**src/rtl/tt_um_serial_subtractor_if.sv**
```systemverilog
// Standard tile pin bundle for tt_um_serial_subtractor.
// The master drives the tile inputs and the slave (the tile) drives the outputs.
interface tt_um_serial_subtractor_if;
  logic       ena;
  logic [7:0] ui_in;
  logic [7:0] uo_out;
  logic [7:0] uio_in;
  logic [7:0] uio_out;
  logic [7:0] uio_oe;

  modport master (
    output ena, ui_in, uio_in,
    input  uo_out, uio_out, uio_oe
  );

  modport slave (
    input  ena, ui_in, uio_in,
    output uo_out, uio_out, uio_oe
  );
endinterface

```
**src/rtl/tt_um_serial_subtractor.sv**
```systemverilog
// Bit-serial A-B subtractor (LSB first) with a parallel result on uio_out.
// Defining SERIAL_SUB_ADD_EN adds a per-word add mode selected by ui_in[4] at start.
module tt_um_serial_subtractor #(
  parameter int unsigned WIDTH = 8
) (
  input  logic                          clk,
  input  logic                          rst_n,
  tt_um_serial_subtractor_if.slave      pins
);

  typedef enum logic {IDLE, SHIFT} state_t;

  state_t           state;
  logic [3:0]       count;
  logic             borrow;
  logic [WIDTH-1:0] shreg;
  logic [WIDTH-1:0] result;
  logic             diff_bit;
  logic             borrow_out;
  logic             done;

  logic             a_bit, b_bit, valid, start;
  logic             accept, bin, d, bout, finish;
  logic [3:0]       count_next;
  logic [WIDTH-1:0] sh_next;

  assign a_bit = pins.ui_in[0];
  assign b_bit = pins.ui_in[1];
  assign valid = pins.ui_in[2];
  assign start = pins.ui_in[3];

  // A start bit is always taken; plain bits only while a word is in flight.
  assign accept     = valid & (start | (state == SHIFT));
  assign bin        = start ? 1'b0 : borrow;
  assign count_next = start ? 4'd1 : count + 4'd1;
  assign finish     = accept && (count_next == 4'(WIDTH));

`ifdef SERIAL_SUB_ADD_EN
  logic mode_r;
  logic mode_eff;

  assign mode_eff = start ? pins.ui_in[4] : mode_r;

  always_comb begin
    d = a_bit ^ b_bit ^ bin;
    if (mode_eff) bout = (a_bit & b_bit) | ((a_bit ^ b_bit) & bin);
    else          bout = (~a_bit & b_bit) | (~(a_bit ^ b_bit) & bin);
  end
`else
  always_comb begin
    d    = a_bit ^ b_bit ^ bin;
    bout = (~a_bit & b_bit) | (~(a_bit ^ b_bit) & bin);
  end
`endif

  // New bits enter at the MSB so the finished word lands LSB-aligned.
  generate
    if (WIDTH == 1) begin : g_shift_one
      assign sh_next = d;
    end else begin : g_shift_many
      assign sh_next = {d, shreg[WIDTH-1:1]};
    end
  endgenerate

  always_ff @(posedge clk or negedge rst_n) begin
    if (!rst_n) begin
      state      <= IDLE;
      count      <= '0;
      borrow     <= 1'b0;
      shreg      <= '0;
      result     <= '0;
      diff_bit   <= 1'b0;
      borrow_out <= 1'b0;
      done       <= 1'b0;
`ifdef SERIAL_SUB_ADD_EN
      mode_r     <= 1'b0;
`endif
    end else begin
      done <= 1'b0;
      if (accept) begin
        diff_bit <= d;
        borrow   <= bout;
        shreg    <= sh_next;
        count    <= count_next;
`ifdef SERIAL_SUB_ADD_EN
        if (start) mode_r <= pins.ui_in[4];
`endif
        if (finish) begin
          result     <= sh_next;
          borrow_out <= bout;
          done       <= 1'b1;
          state      <= IDLE;
          count      <= '0;
        end else begin
          state <= SHIFT;
        end
      end
    end
  end

  assign pins.uo_out  = {4'b0000, (state == SHIFT), done, borrow_out, diff_bit};
  assign pins.uio_out = 8'(result);
  assign pins.uio_oe  = '1;

`ifdef SERIAL_SUB_ADD_EN
  logic unused_pins;
  assign unused_pins = &{1'b0, pins.ena, pins.uio_in, pins.ui_in[7:5]};
`else
  logic unused_pins;
  assign unused_pins = &{1'b0, pins.ena, pins.uio_in, pins.ui_in[7:4]};
`endif

endmodule

```
**src/flat_wrapper.sv**
```systemverilog
// flat-port wrapper written by rule: the top's interface ports become plain ports
module tt_um_serial_subtractor_flat 
#(
  parameter int unsigned WIDTH = 8
)
  (clk, rst_n, pins_ena, pins_ui_in, pins_uio_in, pins_uo_out, pins_uio_out, pins_uio_oe);
  tt_um_serial_subtractor_if pins_i ();
  input  logic clk;
  input  logic rst_n;
  input wire logic [$bits(pins_i.ena)-1:0] pins_ena;
  input wire logic [$bits(pins_i.ui_in)-1:0] pins_ui_in;
  input wire logic [$bits(pins_i.uio_in)-1:0] pins_uio_in;
  output wire logic [$bits(pins_i.uo_out)-1:0] pins_uo_out;
  output wire logic [$bits(pins_i.uio_out)-1:0] pins_uio_out;
  output wire logic [$bits(pins_i.uio_oe)-1:0] pins_uio_oe;
  assign pins_i.ena = pins_ena;
  assign pins_i.ui_in = pins_ui_in;
  assign pins_i.uio_in = pins_uio_in;
  assign pins_uo_out = pins_i.uo_out;
  assign pins_uio_out = pins_i.uio_out;
  assign pins_uio_oe = pins_i.uio_oe;
  tt_um_serial_subtractor #(.WIDTH(WIDTH)) u_core (.clk(clk), .rst_n(rst_n), .pins(pins_i));
endmodule
```
**config.mk**
```make
export PLATFORM = sky130hd
export DESIGN_NAME = tt_um_serial_subtractor_flat
export DESIGN_NICKNAME = d
export VERILOG_FILES = /design/src/rtl/tt_um_serial_subtractor_if.sv /design/src/rtl/tt_um_serial_subtractor.sv /design/src/flat_wrapper.sv
export SDC_FILE = /design/constraint.sdc
export NUM_CORES = 1
export LEC_CHECK = 0
export CAP_MARGIN = 0
export CORE_ASPECT_RATIO = 0.7
export CORE_MARGIN = 5
export CORE_UTILIZATION = 35
export DETAILED_ROUTE_END_ITERATION = 16
export PLACE_DENSITY_LB_ADDON = 0.08
export SKIP_CTS_REPAIR_TIMING = 1
export SLEW_MARGIN = 10
export SYNTH_ARGS = -nofsm -noshare
export SYNTH_HDL_FRONTEND = slang
export SYNTH_SLANG_ARGS = --single-unit
```
**constraint.sdc**
```tcl
create_clock -name clk -period 5.7 [get_ports clk]
set_input_delay 1.425 -clock clk [delete_from_list [all_inputs] [get_ports clk]]
set_output_delay 1.425 -clock clk [all_outputs]
set_load 0.01 [all_outputs]
```
# Word-level counts from Yosys, hierarchy flattened
# Index checks and enable logic that the tools add are counted.
totals:
  ff_bits: 25
  out_inout_bits: 24
  elab_cells: 27
classes:
  n_addsub: 1
  n_eq_ne: 1
  muxes: 6
  bitwise: 9
  n_reduce_logical: 2
ops:
  columns: ["cell", "n"]
  rows:
  - ["two-way mux 4 bit", 2]
  - ["adder 4 x 1 -> 4 bit (second input constant)", 1]
  - ["== test 4 bit (second input constant)", 1]
  - ["two-way mux 1 bit", 4]
  - ["bitwise AND 1 bit", 3]
  - ["inverter 1 bit", 2]
  - ["bitwise OR 1 bit", 2]
  - ["AND reduction 2 bit", 1]
  - ["XOR 1 bit", 2]
  - ["logical AND 1 bit", 1]

# Depth between registers and ports, before layout
depth:
  depth_word: 6
  mapped_depth: 5

# Least setup slack after synthesis
# Ideal clock, no wire load.
synth_timing:
  path_type: "in2reg"
  from: "in pins_ui_in[3]"
  to: "reg u_core.result[0] (netlist: u_core.pins.uio_out[0])"
  setup_time_ns: 0.125
  t_arrival_ns: 2.613
  required_ns: 5.575
  setup_slack_ns: 2.962
  path_stages: 4
  path_buffers: 0
  path_cell_list: "nand2b_4 or4_4 nor2_8 mux2_4"
synth_between:
  elab_chain_cells: 4
  word_cells_on_any_way: 6
  classes_between: "eq/ne: 1; mux: 1; bitwise: 2; reduce/logical: 2"
synth_rtl:
  columns: ["element", "line", "rtl"]
  rows:
  - ["start, declared", "flat_wrapper.sv:11", "input wire logic [$bits(pins_i.ui_in)-1:0] pins_ui_in;"]
  - ["two-way mux 4 bit or bitwise OR 1 bit (tied branches)", "tt_um_serial_subtractor.sv:35, tt_um_serial_subtractor.sv:33", null]
  - ["== test 4 bit or bitwise AND 1 bit (tied branches)", "tt_um_serial_subtractor.sv:36, tt_um_serial_subtractor.sv:33", null]
  - ["logical AND 1 bit", "tt_um_serial_subtractor.sv:36", "assign finish = accept && (count_next == 4'(WIDTH));"]
  - ["AND reduction 2 bit (no source line) *", null, null]
  - ["end signal, assigned", "tt_um_serial_subtractor.sv:89", "result <= sh_next;"]
  - ["end, declared", "tt_um_serial_subtractor.sv:17", "logic [WIDTH-1:0] result;"]
# Every way passes the cells marked *; elsewhere a longest branch is shown, timed or not.
# A chain may end at the register's enable or synchronous reset.

# Worst setup path in the final report
# Ends and elaborated chain as after synthesis.

==> summary.log <==
INFO  floorplan      die_h=57.4µm
INFO  setup_path     crit_path_max_incr_delay=0.56ns
INFO  layout         nFillCells=290
INFO  clocking       tritoncts_clock_tree=done
INFO  grt            globalRouteOverflowTotal=0
INFO  logic_synthesis synth_sequential_area_ratio=51.3%
INFO  setup_path     timing.reg2reg.setup_slack=3.63ns
INFO  grt            grt_antenna_before_repair=0
INFO  logic_synthesis synth_top_family_by_area=multiplexers
INFO  grt            first_pass_grt_wire_length=3030µm
INFO  drt            drt-vias-per-instance=4.39
INFO  timing         setup_repair_after_global_routing_missed_its_margin=no
INFO  logic_synthesis synth.ff_latch_count=23
INFO  outcome        outcome=finished, final reports clean
INFO  floorplan      core=3130µm²
INFO  setup_path     required=5.85ns
INFO  clocking       cts.path.max_buffers=2
INFO  setup_path     setup.worst_path.start_class=input pin
INFO  layout         postLayoutCoreUtil=41.9%
INFO  floorplan      floorplan.rows=17
INFO  logic_synthesis synth-compound-area-share=4.57%
INFO  grt            grt_start_max_net_pins=24
INFO  grt            track_usage=8.71%
INFO  setup_path     critical_path.cell_chain=clkdlybuf4s50_1 -> nand2b_4 -> or4_4 -> nor2_8 -> mux2_4
INFO  layout         final_nets=124
INFO  clocking       cts_sinks=23
INFO  clocking       cts-buffers-inserted=3
INFO  layout         sequential_cell_area=576µm²
INFO  timing         final.min_clock_period=3.15ns
INFO  grt            gr-max-usage-layer=met2
INFO  floorplan      die_area=4460µm²
INFO  placement      gp_congestion=0.696
INFO  logic_synthesis synth.mux.area_fraction=18.7%
INFO  logic_synthesis netlist_instances=87
INFO  setup_path     cp_max_fo=10
INFO  drt            drc_errors=0
INFO  drt            vias_after_detailed_routing=615
INFO  floorplan      die_w=77.7µm
INFO  logic_synthesis post_synth_and_or_nand_nor_area_fraction=8.58%
INFO  logic_synthesis yosys_warnings=0
INFO  grt            global_route.usage.met1=11.1%
INFO  floorplan      ioPinCount=43
INFO  drt            drt_pass_1_iters=2
INFO  logic_synthesis synth.distinct_cells=25
INFO  flow_run       timing.max_cap.violations=0
INFO  grt            grt.met2_usage=12.5%
INFO  layout         flow.area_growth_from_synthesis=16.7%
INFO  logic_synthesis yosys.area_share.adder=2.90%
INFO  setup_path     classification_of_the_worst_setup_path=in2reg
INFO  setup_path     cp.arrival=3.30ns
INFO  min_path       timing.hold.worst.class=reg2reg
INFO  timing         totalNegativeSetupSlack=0ns
INFO  logic_synthesis avgSynthCellArea=12.9µm²
INFO  drt            wl_per_cell=12.7µm
INFO  drt            drtIter0Drc=14
INFO  timing         post-route-period-util=55.3%
INFO  timing         timing_worst_slew_pin_value=1.01ns
INFO  layout         layout.cells.most_common_list=dfrtp_1, clkdlybuf4s50_1, conb_1, mux2_2, mux2_4
INFO  setup_path     critical_path.endpoint_type=register
INFO  clocking       clk_pin_slew_worst_paths=0.08ns
INFO  layout         n_antenna_cell=0
INFO  layout         layout_commonest_cell=dfrtp_1
INFO  pwr            power.ir.vdd_worst=160µV
INFO  placement      place.port_buffers=17
INFO  layout         layout_cell_share_with_drive_strength_beyond_1=23.5%
INFO  timing         timing.final.hold_violations=0
INFO  grt            first_global_vias=609
INFO  pwr            power_leakage=0.000610µW
INFO  timing         final-setup-viol-count=0
INFO  placement      hpwl=1290µm
INFO  timing         max_clock_freq=317MHz
INFO  timing         skew=0.00701ns
INFO  drt            routed_wirelength=1780µm
INFO  floorplan      floorplan.initialDensity=35.9%
INFO  setup_path     path_delay_family=simple AND/OR/NAND/NOR gates
INFO  setup_path     critical_path.slowest_cell=or4_4
INFO  setup_path     crit_buf_inv=1
INFO  clocking       clockRootBuffer=clkbuf_8
INFO  pwr            power_density=377nW/µm²
INFO  grt            met3_use_gr=4.73%
INFO  clocking       h-tree-depth=1
INFO  clocking       worstSkewPairLatency=0.27ns
INFO  logic_synthesis total_standard_cell_area_after_synthesis=1120µm²
INFO  logic_synthesis post_synth_xor_area_fraction=1.56%
INFO  drt            postRouteAntennaNets=0
INFO  layout         multi_input_area=453µm²
INFO  timing         max-slew-margin-rel=32.7%
INFO  timing         slew_violations=0
-- tightest hold or removal path, cell delays in order, from the launching register on --
cell and delay [ns]:
dfrtp_1 0.36, nand2_1 0.05, o41ai_1 0.05
-- sequential cells by signal, indices dropped and copies added, names as in the netlist --
name / count
u_core.done: 1
u_core.borrow_out: 1
u_core.borrow: 1
u_core.shreg: 6
u_core.state: 1
u_core.diff_bit: 1
u_core.count: 4
u_core.pins.uio_out: 8
-- where the power goes --
group	switching (µW)	internal, µW	total [µW]
Combinational	57.8	91.6	149
Sequential	32.6	210	243
Clock	52.0	49.4	101
Total	142	351	493
-- final timing paths --
check / cells past startpoint / startpoint / to
max: 5 / pins_ui_in[3] / u_core.pins.uio_out[0]
min: 2 / u_core.count[3] / u_core.count[3]
max reg2reg: 5 / u_core.count[0] / u_core.pins.uio_out[0]
min reg2reg: 2 / u_core.count[3] / u_core.count[3]
max in group asynchronous: 1 / rst_n / u_core.count[2]
min in group asynchronous: 1 / rst_n / u_core.pins.uio_out[2]
-- cell usage after synthesis --
library cell	number	area [µm²]
a21oi_1	2	10.0
buf_4	16	120
clkbuf_1	1	3.75
conb_1	2	7.51
dfrtp_1	23	576
fa_1	1	20.0
ha_1	1	12.5
inv_1	2	7.51
mux2_2	8	90.1
mux2_4	8	120
nand2_1	5	18.8
nand2b_1	1	6.26
nand2b_4	1	13.8
nand3_1	1	5.00
nor2_1	1	3.75
nor2_8	1	20.0
nor2b_1	1	6.26
nor3_1	1	5.00
nor4_1	1	6.26
o21ai_0	4	20.0
o21ai_1	1	5.00
o31ai_1	1	7.51
o41ai_1	1	8.76
or4_4	1	11.3
xor2_1	2	17.5
-- cells by family (layout without fill, tap and decap cells) --
logic type | count (synthesis) | in the layout
muxes | 16 | 16
other | 2 | 12
adders and majority gates | 2 | 2
and+or+nand+nor | 14 | 14
AOI/OAI and AO/OA | 9 | 9
DFF | 23 | 23
buffers and inverters | 19 | 24
xor gates and xnor gates | 2 | 2
-- area by class of cell --
class | count | share of cell area [%]
Clock buffer | 3 | 3.15
Clock inverter | 1 | 0.573
Inverter | 2 | 0.573
Multi-Input combinational cell | 55 | 34.6
Sequential cell | 23 | 43.9
Tap cell | 38 | 3.63
Timing Repair Buffer | 18 | 13.6
-- per-layer routing --
metal | routed length, µm | up-vias
met4 | 17 | 0
li1 | - | 292
met5 | 0 | -
met3 | 151 | 4
met1 | 860 | 300
met2 | 748 | 19
-- stage by stage --
step	total power [µW]	instance area [µm²]	hold slack [ns]	cells	worst slack (ns)
after floorplan	341	1160	0.463	97	2.96
after global placement	396	1260	0.475	136	2.25
after detailed placement	397	1260	0.486	136	2.24
after CTS	503	1310	0.507	140	2.52
after global routing	527	1310	0.526	140	2.50
final	493	1310	0.500	140	2.55
(Power assumes the default switching activity.)
